<file path="src/rtl/mem_pkg.sv">
// Shared definitions for the data-memory access path: size codes, FSM
// state encoding and the size-to-byte-count helper.
package mem_pkg;

    localparam logic [1:0] SZ_BYTE = 2'b00;
    localparam logic [1:0] SZ_HALF = 2'b01;
    localparam logic [1:0] SZ_WORD = 2'b10;

    typedef enum logic [1:0] {
        ST_IDLE   = 2'b00,
        ST_ACCESS = 2'b01,
        ST_RESP   = 2'b10,
        ST_ERR    = 2'b11
    } state_e;

    // Size code 1x is a word access, matching the RAM mask encoding.
    function automatic logic [2:0] size_bytes(input logic [1:0] size);
        logic [2:0] n;
        case (size)
            SZ_BYTE: n = 3'd1;
            SZ_HALF: n = 3'd2;
            default: n = 3'd4;
        endcase
        return n;
    endfunction

endpackage

</file>
<file path="src/rtl/mem_access_unit.sv">
// Load/store initiator for the byte-addressed data RAM: validates alignment
// and range, drives the RAM port for one cycle and returns a one-cycle response.
module mem_access_unit
    import mem_pkg::*;
#(
    parameter logic [31:0] BASE_ADDR   = 32'h1001_0000,
    parameter int          ADDR_BITS   = 10,
    parameter bit          CHECK_ALIGN = 1'b1
) (
    input  logic        clk,
    input  logic        rst,
    input  logic        req_valid,
    output logic        req_ready,
    input  logic        req_we,
    input  logic [1:0]  req_size,
    input  logic        req_signed,
    input  logic [31:0] req_addr,
    input  logic [31:0] req_wdata,
    output logic        resp_valid,
    output logic        resp_err,
    output logic [31:0] resp_rdata,
    output logic        ram_we,
    output logic [31:0] ram_addr,
    output logic [1:0]  ram_mask,
    output logic        ram_signed_ext,
    output logic [31:0] ram_wdata,
    input  logic [31:0] ram_rdata
);

    localparam logic [32:0] RAM_BYTES = 33'd1 << ADDR_BITS;

    state_e      state_q, state_d;
    logic        we_q, we_d;
    logic        signed_q, signed_d;
    logic [31:0] ram_addr_q, ram_addr_d;
    logic [1:0]  ram_mask_q, ram_mask_d;
    logic        ram_signed_ext_q, ram_signed_ext_d;
    logic [31:0] ram_wdata_q, ram_wdata_d;
    logic        ram_we_q, ram_we_d;
    logic [31:0] rdata_q, rdata_d;
    logic        resp_valid_q, resp_valid_d;
    logic        resp_err_q, resp_err_d;

    logic [31:0] offset_s;
    logic [2:0]  bytes_s;
    logic [32:0] end_s;
    logic        misalign_s;
    logic        range_err_s;
    logic        addr_err_s;

    // Alignment and range check of the incoming request; 33-bit end avoids wrap.
    always_comb begin
        offset_s    = req_addr - BASE_ADDR;
        bytes_s     = size_bytes(req_size);
        end_s       = {1'b0, offset_s} + {30'd0, bytes_s};
        range_err_s = (end_s > RAM_BYTES);
        misalign_s  = ((req_size == SZ_HALF) && req_addr[0]) ||
                      (req_size[1] && (req_addr[1:0] != 2'b00));
        addr_err_s  = (CHECK_ALIGN && misalign_s) || range_err_s;
    end

    // Next-state, request latching and response generation.
    always_comb begin
        state_d          = state_q;
        we_d             = we_q;
        signed_d         = signed_q;
        ram_addr_d       = ram_addr_q;
        ram_mask_d       = ram_mask_q;
        ram_signed_ext_d = ram_signed_ext_q;
        ram_wdata_d      = ram_wdata_q;
        ram_we_d         = 1'b0;
        rdata_d          = rdata_q;
        resp_valid_d     = 1'b0;
        resp_err_d       = 1'b0;

        case (state_q)
            ST_IDLE: begin
                if (req_valid) begin
                    we_d             = req_we;
                    signed_d         = req_signed;
                    ram_addr_d       = offset_s;
                    ram_mask_d       = req_size;
                    ram_signed_ext_d = req_signed & ~req_we;
                    ram_wdata_d      = req_wdata;
                    rdata_d          = 32'd0;
                    if (addr_err_s) begin
                        state_d      = ST_ERR;
                        resp_valid_d = 1'b1;
                        resp_err_d   = 1'b1;
                    end else begin
                        state_d      = ST_ACCESS;
                        ram_we_d     = req_we;
                    end
                end else begin
                    state_d = ST_IDLE;
                end
            end
            ST_ACCESS: begin
                if (we_q) begin
                    rdata_d = 32'd0;
                end else begin
                    rdata_d = ram_rdata;
                end
                state_d      = ST_RESP;
                resp_valid_d = 1'b1;
            end
            ST_RESP: begin
                state_d = ST_IDLE;
            end
            ST_ERR: begin
                state_d = ST_IDLE;
            end
            default: begin
                state_d = ST_IDLE;
            end
        endcase
    end

    // State, request latches and registered RAM/response outputs.
    always_ff @(posedge clk or posedge rst) begin
        if (rst) begin
            state_q          <= ST_IDLE;
            we_q             <= 1'b0;
            signed_q         <= 1'b0;
            ram_addr_q       <= 32'd0;
            ram_mask_q       <= 2'b00;
            ram_signed_ext_q <= 1'b0;
            ram_wdata_q      <= 32'd0;
            ram_we_q         <= 1'b0;
            rdata_q          <= 32'd0;
            resp_valid_q     <= 1'b0;
            resp_err_q       <= 1'b0;
        end else begin
            state_q          <= state_d;
            we_q             <= we_d;
            signed_q         <= signed_d;
            ram_addr_q       <= ram_addr_d;
            ram_mask_q       <= ram_mask_d;
            ram_signed_ext_q <= ram_signed_ext_d;
            ram_wdata_q      <= ram_wdata_d;
            ram_we_q         <= ram_we_d;
            rdata_q          <= rdata_d;
            resp_valid_q     <= resp_valid_d;
            resp_err_q       <= resp_err_d;
        end
    end

    assign req_ready      = (state_q == ST_IDLE);
    assign resp_valid     = resp_valid_q;
    assign resp_err       = resp_err_q;
    assign resp_rdata     = rdata_q;
    assign ram_we         = ram_we_q;
    assign ram_addr       = ram_addr_q;
    assign ram_mask       = ram_mask_q;
    assign ram_signed_ext = ram_signed_ext_q;
    assign ram_wdata      = ram_wdata_q;

    logic unused_s;
    assign unused_s = signed_q;

endmodule

</file>
<file path="config.mk">
export PLATFORM = sky130hd
export DESIGN_NAME = mem_access_unit
export DESIGN_NICKNAME = d
export VERILOG_FILES = /design/src/rtl/mem_pkg.sv /design/src/rtl/mem_access_unit.sv
export SDC_FILE = /design/constraint.sdc
export NUM_CORES = 1
export LEC_CHECK = 0
export CAP_MARGIN = 10
export CORE_MARGIN = 2
export CORE_UTILIZATION = 40
export CTS_CLUSTER_DIAMETER = 80
export DETAILED_ROUTE_END_ITERATION = 10
export HOLD_SLACK_MARGIN = 0.08
export PLACE_DENSITY = 0.77
export SLEW_MARGIN = 10
export SYNTH_ARGS = -nofsm -noshare
export SYNTH_HDL_FRONTEND = slang
export SYNTH_SLANG_ARGS = --single-unit
</file>
<file path="constraint.sdc">
create_clock -name clk -period 3.3 [get_ports clk]
set_clock_uncertainty 0.15 [all_clocks]
set_input_delay 0.66 -clock clk [delete_from_list [all_inputs] [get_ports clk]]
set_output_delay 0.66 -clock clk [all_outputs]
set_load 0.01 [all_outputs]
</file>
==> results of run 1 <==
-- flip-flops by register name, summed over array words and instances, names as in the netlist --
signal,flops
ram_addr,32
ram_wdata,32
resp_rdata,32
ram_mask,2
state_q,2
ram_signed_ext,1
ram_we,1
resp_err,1
resp_valid,1
we_q,1
-- cell type report --
type                       count  area [µm²]  share of cell area, %
timing repair buffer         299        2750                   31.8
tap                          172         215                   2.49
multi-input combinational    422        2720                   31.5
clock inverter                 6        48.8                  0.566
inverter                       7        30.0                  0.348
clock buffer                  10         239                   2.77
sequential                   105        2630                   30.5
-- timing repair --
action / in CTS / in global routing
setup buffers: 10 / 2
setup endpoints to repair: 4 / 4
pin swaps: 22 / 13
resized for setup: 45 / 22
hold buffers: 0 / 0
-- path summary, 6_finish.rpt --
path	from	endpoint	depth (start not counted)
setup / recovery	req_addr[21]	state_q[1]$_DFF_PP0_	9
hold / removal	ram_signed_ext$_DFFE_PP0P_	ram_signed_ext$_DFFE_PP0P_	2
setup reg to reg	state_q[1]$_DFF_PP0_	resp_rdata[12]$_DFFE_PP0P_	3
hold reg to reg	ram_signed_ext$_DFFE_PP0P_	ram_signed_ext$_DFFE_PP0P_	2
max in group asynchronous	rst	ram_addr[24]$_DFFE_PP0P_	3
min in group asynchronous	rst	resp_rdata[7]$_DFFE_PP0P_	3
-- report_power, final --
| part | internal [µW] | switching, µW | total [µW] |
|---|---|---|---|
| Combinational | 1560 | 1310 | 2870 |
| Clock | 541 | 481 | 1020 |
| Sequential | 1890 | 321 | 2210 |
| Total | 4000 | 2110 | 6110 |
-- layer usage --
metal  part of all wire [%]  track usage, %  vias to the layer above
met1                     41            29.1                     2578
met2                     51            40.8                      184
met4                    2.1            9.04                        0
met5                      0               0                        -
met3                    5.5            4.89                       20
li1                       -               -                     2528
-- worst max-delay path, delay by kind of cell --
family	cells	cell delay, ps
and+or+nand+nor	5	1830
AOI/OAI and AO/OA	2	440
buffers and inverters	1	250
xor gates and xnor gates	1	140
-- placed cells by master, fill, tap and decap left out, drive strengths merged, types with 3 or more instances in the layout --
cell	netlist	routed
clkdlybuf4s50	0	190
nand2	187	187
dfrtp	105	105
buf	6	94
a22o	33	33
xnor2	21	21
o21ai	20	20
nor2	14	14
nor4	13	13
nor3	12	12
dlygate4sd2	0	11
nand3	11	11
a21oi	11	11
clkbuf	27	11
nand2b	8	8
inv	7	8
xor2	6	6
nand4	6	6
or3	6	6
or4	5	5
and2	5	5
a31oi	4	4
nand3b	4	4
ha	4	4
o22ai	3	3
o311ai	3	3
o2111ai	3	3
clkinvlp	0	3
or3b	3	3
mux2i	3	3
nor4b	3	3
clkdlybuf4s15	0	3
-- stage by stage --
step	util (%)	worst slack, ps	instances	instance area [µm²]
after floorplan	-	32.7	567	5290
after global placement	63.4	-636	993	8030
after detailed placement	63.4	-722	993	8030
final	68.1	51.1	1021	8630
after global routing	68.1	-47.0	1021	8630
after CTS	67.1	12.9	1019	8500
-- logic make-up (layout without fill, tap and decap cells) --
| group | Yosys count | in the layout | share of synthesized area [%] |
|---|---|---|---|
| simple gates | 287 | 287 | 25.4 |
| flops | 105 | 105 | 50.5 |
| compound gates | 100 | 100 | 14.6 |
| buf+inv | 40 | 322 | 3.08 |
| xor+xnor | 27 | 27 | 4.54 |
| fa+ha+maj | 5 | 5 | 1.35 |
| mux | 3 | 3 | 0.577 |
==> results.toml, run 1 <==
[worst_setup_path]
cp.arrival_ps = 3320
path_cells = "dlygate4sd2_1, or4_4, or3_4, xnor2_4, or4_4, nand2b_4, o31ai_4, nand4_4, a21bo_1"
setup.worst_path.end_class = "flop"
cp.required_ps = 3370
crit_path_frequent_cell = "or4_4"
critical_path_class = "in -> reg"
crit_fanout = 5
cp_slowest_stage_delay_ps = 600
rrSetupSlack_ps = 1320
cp-start-kind = "input port"
cp_slowest_cell = "or4_4"

[place]
gp_congestion = 0.927
dpl.hpwl_um = 12400
numPortBuffers = 205

[global_routing]
antenna_found_initial = 0
grt_max_degree = 61
grt_usage_pct = 23.7
grt_pass1_vias = 5256
grt_overflow = 0
grt_first_pass_wirelength_um = 26800

[yosys]
syn_inst = 567
synth_ff_type = "dfrtp_1"
synth_nets = 675
synthTopCellsByCount = "187 x nand2_1, 105 x dfrtp_1, 33 x a22o_1"
syn_area_mm2 = 0.00520
synth_most_common_cell = "nand2_1"
ys_seq_area_share_pct = 50.5
synth_edf_count = 0
synth_top_area_cell = "dfrtp_1"
yosysWarnings = 0
synthTopCellsByArea = "dfrtp_1 50%, nand2_1 13%, a22o_1 5.6%"
synthArstFlopShare_pct = 100
avgSynthCellArea_um2 = 9.18
ys_types = 59
ys_ff_latch = 105
yosysTopAreaCellShare_pct = 50.5

[floorplanning]
num_io_pins = 206
dieHeight_um = 118
initial_utilization_pct = 41.1
core-area_mm2 = 0.0127
die_area_mm2 = 0.0139
die_w_um = 118
rows = 41

[power]
power_uw = 6110
vdd_drop_max_uv = 283
powerDensity_mw_per_mm2 = 708
p_leak_uw = 0.00386

[route]
drtAntennaViolNets = 0
wire_per_inst_um = 16.3
drc = 0
finalWirelength_um = 16600
vias_per_cell = 5.20
vias = 5310
drtPass1Iterations = 4
drt_iter0_drc = 357

[timing]
slew_violations = 0
max_freq_ghz = 0.308
period_minus_slack_ps = 3250
slew_headroom_pct = 22.6
fin_setup_tns_ps = 0
whs_ps = 323
worstMarginPinSlew_ps = 1160
setup_viol = 0
hold_viol = 0
finalCritPeriodShare_pct = 98.5

[cts]
clock_path_buffers = 2
clk_latency_ps = 330
h-tree-depth = 3
cts_made_buffers = 9
cts_tree = "built"
clk_pin_slew_ps = 70
root_buffer = "clkbuf_16"
clkSinkCount = 105

[job]
drv_cap = 0

[final_layout]
fillers = 1000
drive_gt1_share_pct = 19.8
area_growth_pct = 65.8
nets = 952
n_antenna_cell = 0

[worst_hold_path]
hp-class = "reg -> reg"

[status]
status = "finished clean"
Note: power is estimated with default switching activity, not from simulation.
==> run 2: changes to the inputs <==
- SETUP_SLACK_MARGIN: default -> 0.3
==> run 2 against run 1 <==
  * Wire length grew 2.1%
  * Sequential share of layout area shrank 0.42 points
  * Largest cell class unchanged
  * Global-route usage grew 0.46 points
  * Highest routed layer unchanged
==> results.toml, run 2 (synthesized netlist as in run 1, its figures left out) <==
[floorplanning]
num_io_pins = 206
rows = 41
core-area_mm2 = 0.0127
dieHeight_um = 118
initial_utilization_pct = 41.1
die_area_mm2 = 0.0139
die_w_um = 118

[global_routing]
grt_usage_pct = 24.1
grt_max_degree = 64
grt_first_pass_wirelength_um = 27200
grt_pass1_vias = 5362
grt_overflow = 0
antenna_found_initial = 0

[cts]
root_buffer = "clkbuf_16"
clk_pin_slew_ps = 70
clock_path_buffers = 2
clk_latency_ps = 340
cts_tree = "built"
h-tree-depth = 3
hold_buffers = 0
clkSinkCount = 105
cts_made_buffers = 9

[route]
dr_wl_met3_um = 906
wl_met2_um = 8790
drtPass1Iterations = 5
vias_per_cell = 5.17
highest_layer = "met4"
wl_met1_um = 6900
drtAntennaViolNets = 0
wire_per_inst_um = 16.4
drc = 0
finalWirelength_um = 16900
drt_iter0_drc = 325
vias = 5331

[final_layout]
area_growth_pct = 68.1
n_antenna_cell = 0
nets = 963
fillers = 973
mostFrequentLayoutCell = "nand2_1"
most-common-layout-cells = "185 x nand2_1, 183 x clkdlybuf4s50_1, 105 x dfrtp_1, 100 x buf_4, 33 x a22o_1"
regArea_mm2 = 0.00263
fin_util_pct = 69.0
drive_gt1_share_pct = 22.2
multiInputGateArea_mm2 = 0.00272

[power]
sw_frac_of_total_pct = 34.4
vdd_drop_max_uv = 302
power_frac_comb_pct = 47.0
clkPwrFrac_pct = 17.4
seq_power_share_pct = 35.7
powerDensity_mw_per_mm2 = 710
p_leak_uw = 0.00396
p_switching_uw = 2140
internal-power_uw = 4070

[worst_setup_path]
cp-start-kind = "input port"
crit_fanout = 5
cp.required_ps = 3370
cp.arrival_ps = 3160
setup.worst_path.end_class = "flop"
critical_path_class = "in -> reg"
rrSetupSlack_ps = 1300

[timing]
fin_setup_tns_ps = 0
slew_headroom_pct = 20.6
slew_violations = 0
max_freq_ghz = 0.323
hold_viol = 0
finalCritPeriodShare_pct = 93.7
setup_viol = 0
period_minus_slack_ps = 3090
worstMarginPinSlew_ps = 1190
grt_setup_unrepaired = "yes"

[place]
numPortBuffers = 205
gp_congestion = 0.869
dpl.hpwl_um = 12700

[status]
status = "finished clean"

[job]
drv_cap = 0

[worst_hold_path]
hp-class = "reg -> reg"
[run 2: cell count changes in the layout (fill, tap and decap cells not counted), sizes merged, moves of 2 or more]
cell	delta
dlygate4sd2	-9
buf	+23
dlymetal6s2s	+6
clkbuf	-2
clkdlybuf4s50	-7
[run 2: what timing repair did]
action                     CTS  global route
pin swaps                   24            26
setup buffers               15             1
resized for setup           90            25
setup endpoints to repair    4             4
hold endpoints to repair     0             0
[run 2: worst max-delay path: stages]
cell,delay (ps)
dlygate4sd2_1,270
buf_4,160
ha_1,290
nand3_2,120
and2_4,180
nor4b_2,310
xnor2_1,250
o2111ai_1,210
nor4_2,320
nand4_2,190
a21bo_1,200
[run 2: power groups by stage]
stage / combinational (µW) / clock, µW / sequential [µW]
floorplan: 885 / 0 / 2500
global placement: 2830 / 0 / 2200
detailed placement: 2890 / 0 / 2250
CTS: 2930 / 1110 / 2220
global route: 3130 / 1160 / 2300
finish: 2920 / 1080 / 2220
[run 2: worst paths after layout]
path | to | depth (start not counted) | startpoint
max | resp_valid$_DFF_PP0_ | 11 | req_addr[1]
min | ram_signed_ext$_DFFE_PP0P_ | 2 | ram_signed_ext$_DFFE_PP0P_
max reg2reg | resp_rdata[17]$_DFFE_PP0P_ | 3 | state_q[0]$_DFF_PP0_
min reg2reg | ram_signed_ext$_DFFE_PP0P_ | 2 | ram_signed_ext$_DFFE_PP0P_
max in group asynchronous | resp_rdata[29]$_DFFE_PP0P_ | 3 | rst
min in group asynchronous | ram_wdata[8]$_DFFE_PP0P_ | 2 | rst
[run 2: area by class of cell]
type,instances,area share [%]
repair buffers,310,32.6
multi-input cells,422,31.1
flip-flops and latches,105,30.0
clock buffers,9,2.57
well taps,172,2.46
clock inverters,6,0.858
inverters,7,0.372
[run 2: per-layer routing]
metal	track usage, %	vias up
met5	0	-
met4	8.58	0
met3	3.83	22
met2	43.1	193
met1	29.4	2572
li1	-	2544
[run 2: metrics by stage]
stage          instances  power, µW  cell area, µm²  hold WS [ps]  setup WS [ps]
3_5_place_dp        1000       5140            8110           309           -639
5_1_grt             1031       6580            8750           348            130
4_1_cts             1030       6260            8620           325            212
6_report            1031       6210            8750           319            208
2_1_floorplan        567       3380            5290           297           57.7
3_3_place_gp        1000       5030            8110           303           -570
==> RTL change: new RTL, flow settings as in run 1 <==
Remove the register `resp_err_q`: a continuous assignment takes its place, so the output `resp_err` follows one clock earlier.
--- a/src/rtl/mem_access_unit.sv
+++ b/src/rtl/mem_access_unit.sv
@@ -130,5 +130,4 @@
             rdata_q          <= 32'd0;
             resp_valid_q     <= 1'b0;
-            resp_err_q       <= 1'b0;
         end else begin
             state_q          <= state_d;
@@ -142,7 +141,8 @@
             rdata_q          <= rdata_d;
             resp_valid_q     <= resp_valid_d;
-            resp_err_q       <= resp_err_d;
         end
     end
+
+    assign resp_err_q = resp_err_d;
 
     assign req_ready      = (state_q == ST_IDLE);
Behaviour: not the same (Yosys sat finds a counterexample within 4 cycles, from zero or initial values and one cycle with rst high).
==> RTL change against run 1 <==
The flow now finishes with violations (negative setup slack). Cell area up 3.5%. Via count rose by 4.4%. Critical path depth increased by 3. Sequential cell count decreased by 1. Area after synthesis is 0.48% lower. Total power rose by 2.6%. Routed wire length grew 8.0%. Setup slack worse by 0.81 ns. Largest power group unchanged.
==> RTL change: results (changes against run 1) <==
| Metric | Value |
|---|---|
| Synthesized netlist net count | `674 (-0.15%)` |
| Clock network area share | `0.0352 (+0.00183)` |
| Total die area | `0.0139 mm² (-0.47%)` |
| Met2 routed WL | `8860 µm (+4.6%)` |
| Outcome | `complete, but fails checks` |
| Signal buffers | `325 (+8.7%)` |
| Critical path launch point | `req_addr[16]` |
| Relative slew margins | `0.181 (-0.0450)` |
| Seq Cell Count | `104 (-0.95%)` |
| Fillers | `944 (-5.6%)` |
| CP Max Fanout | `3 (-2)` |
| CP Class | `in -> out` |
| Router iterations before antenna repair | `5 (+1)` |
| Placed Instance Area | `0.00818 mm² (+1.8%)` |
| Fin worst setup slack | `-0.761 ns (-0.812 ns)` |
| M1 GR Usage | `0.306 (+0.0148)` |
| Largest net degree at the start of global routing | `84 (+38%)` |
| Worst path max stage delay | `0.52 ns (-0.08 ns)` |
| Peak supply drop | `0.000320 V (+13%)` |
| Detailed Route WL | `17900 µm (+8.0%)` |
| Seq/Total Area, Yosys | `0.503 (-0.00239)` |
| Share of cells above drive strength 1 | `0.246 (+0.0481)` |
| Lkg Pwr | `4.05 nW (+5.0%)` |
| Synth top area cells | `dfrtp_1 50%, nand2_1 14%, a22o_1 5.6%` |
| Xor/xnor cell area share of the yosys netlist | `0.0457 (+0.000220)` |
| # nets final | `977 (+2.6%)` |
| FF-to-FF setup slack | `1.29 ns (-0.03 ns)` |
| GPL Wtd Cong | `0.873 (-5.8%)` |
| Setup crit end | `resp_err` |
| Buffer share of cell area | `0.337 (+0.0185)` |
| Violated checks | `negative setup slack` |
| Pre-CTS setup slack | `-1.71 ns (-0.984 ns)` |
| GR Layer Usage met3 | `0.0640 (+0.0150)` |
| Setup-failing EPs final | `4 (+4)` |
| Grt met2 use | `0.440 (+0.0322)` |
| Fraction of area in multi-input gates | `0.308 (-0.00673)` |
| Met3 WL | `1190 µm (+30%)` |
| Setup TNS | `-2.78 ns (-2.78 ns)` |
[RTL change: changes by cell type after synthesis]
| cell | run 1 | this run |
|---|---|---|
| dfrtp_1 | 105 | 104 |
[RTL change: kinds of logic after synthesis]
kind of cell	Yosys count
adder cells (fa/ha/maj)	5
flip-flops	104
multiplexers	3
buffers and inverters	40
XOR/XNOR	27
AO/OA/AOI/OAI	100
AND/OR/NAND/NOR	287
[RTL change: power by group]
part           total, W  internal (W)  switching (W)
Clock           0.00111      0.000620       0.000494
Sequential      0.00220       0.00187       0.000327
Combinational   0.00295       0.00158        0.00137
Total           0.00626       0.00407        0.00219
[RTL change: worst reg2reg max path: stages, from the launching register on]
cell and delay, ns:
dfrtp_1 0.34, nand2b_1 0.17, and2_1 0.97, a22o_1 0.31
[RTL change: what timing repair did]
item                                    in CTS  in global routing
setup buffers                               23                  4
hold endpoints to repair                     0                  0
pin swaps                                   27                 19
endpoints found under the setup margin       4                  4
resized for setup                          107                 29
cloned                                       0                  0
hold buffers                                 0                  0
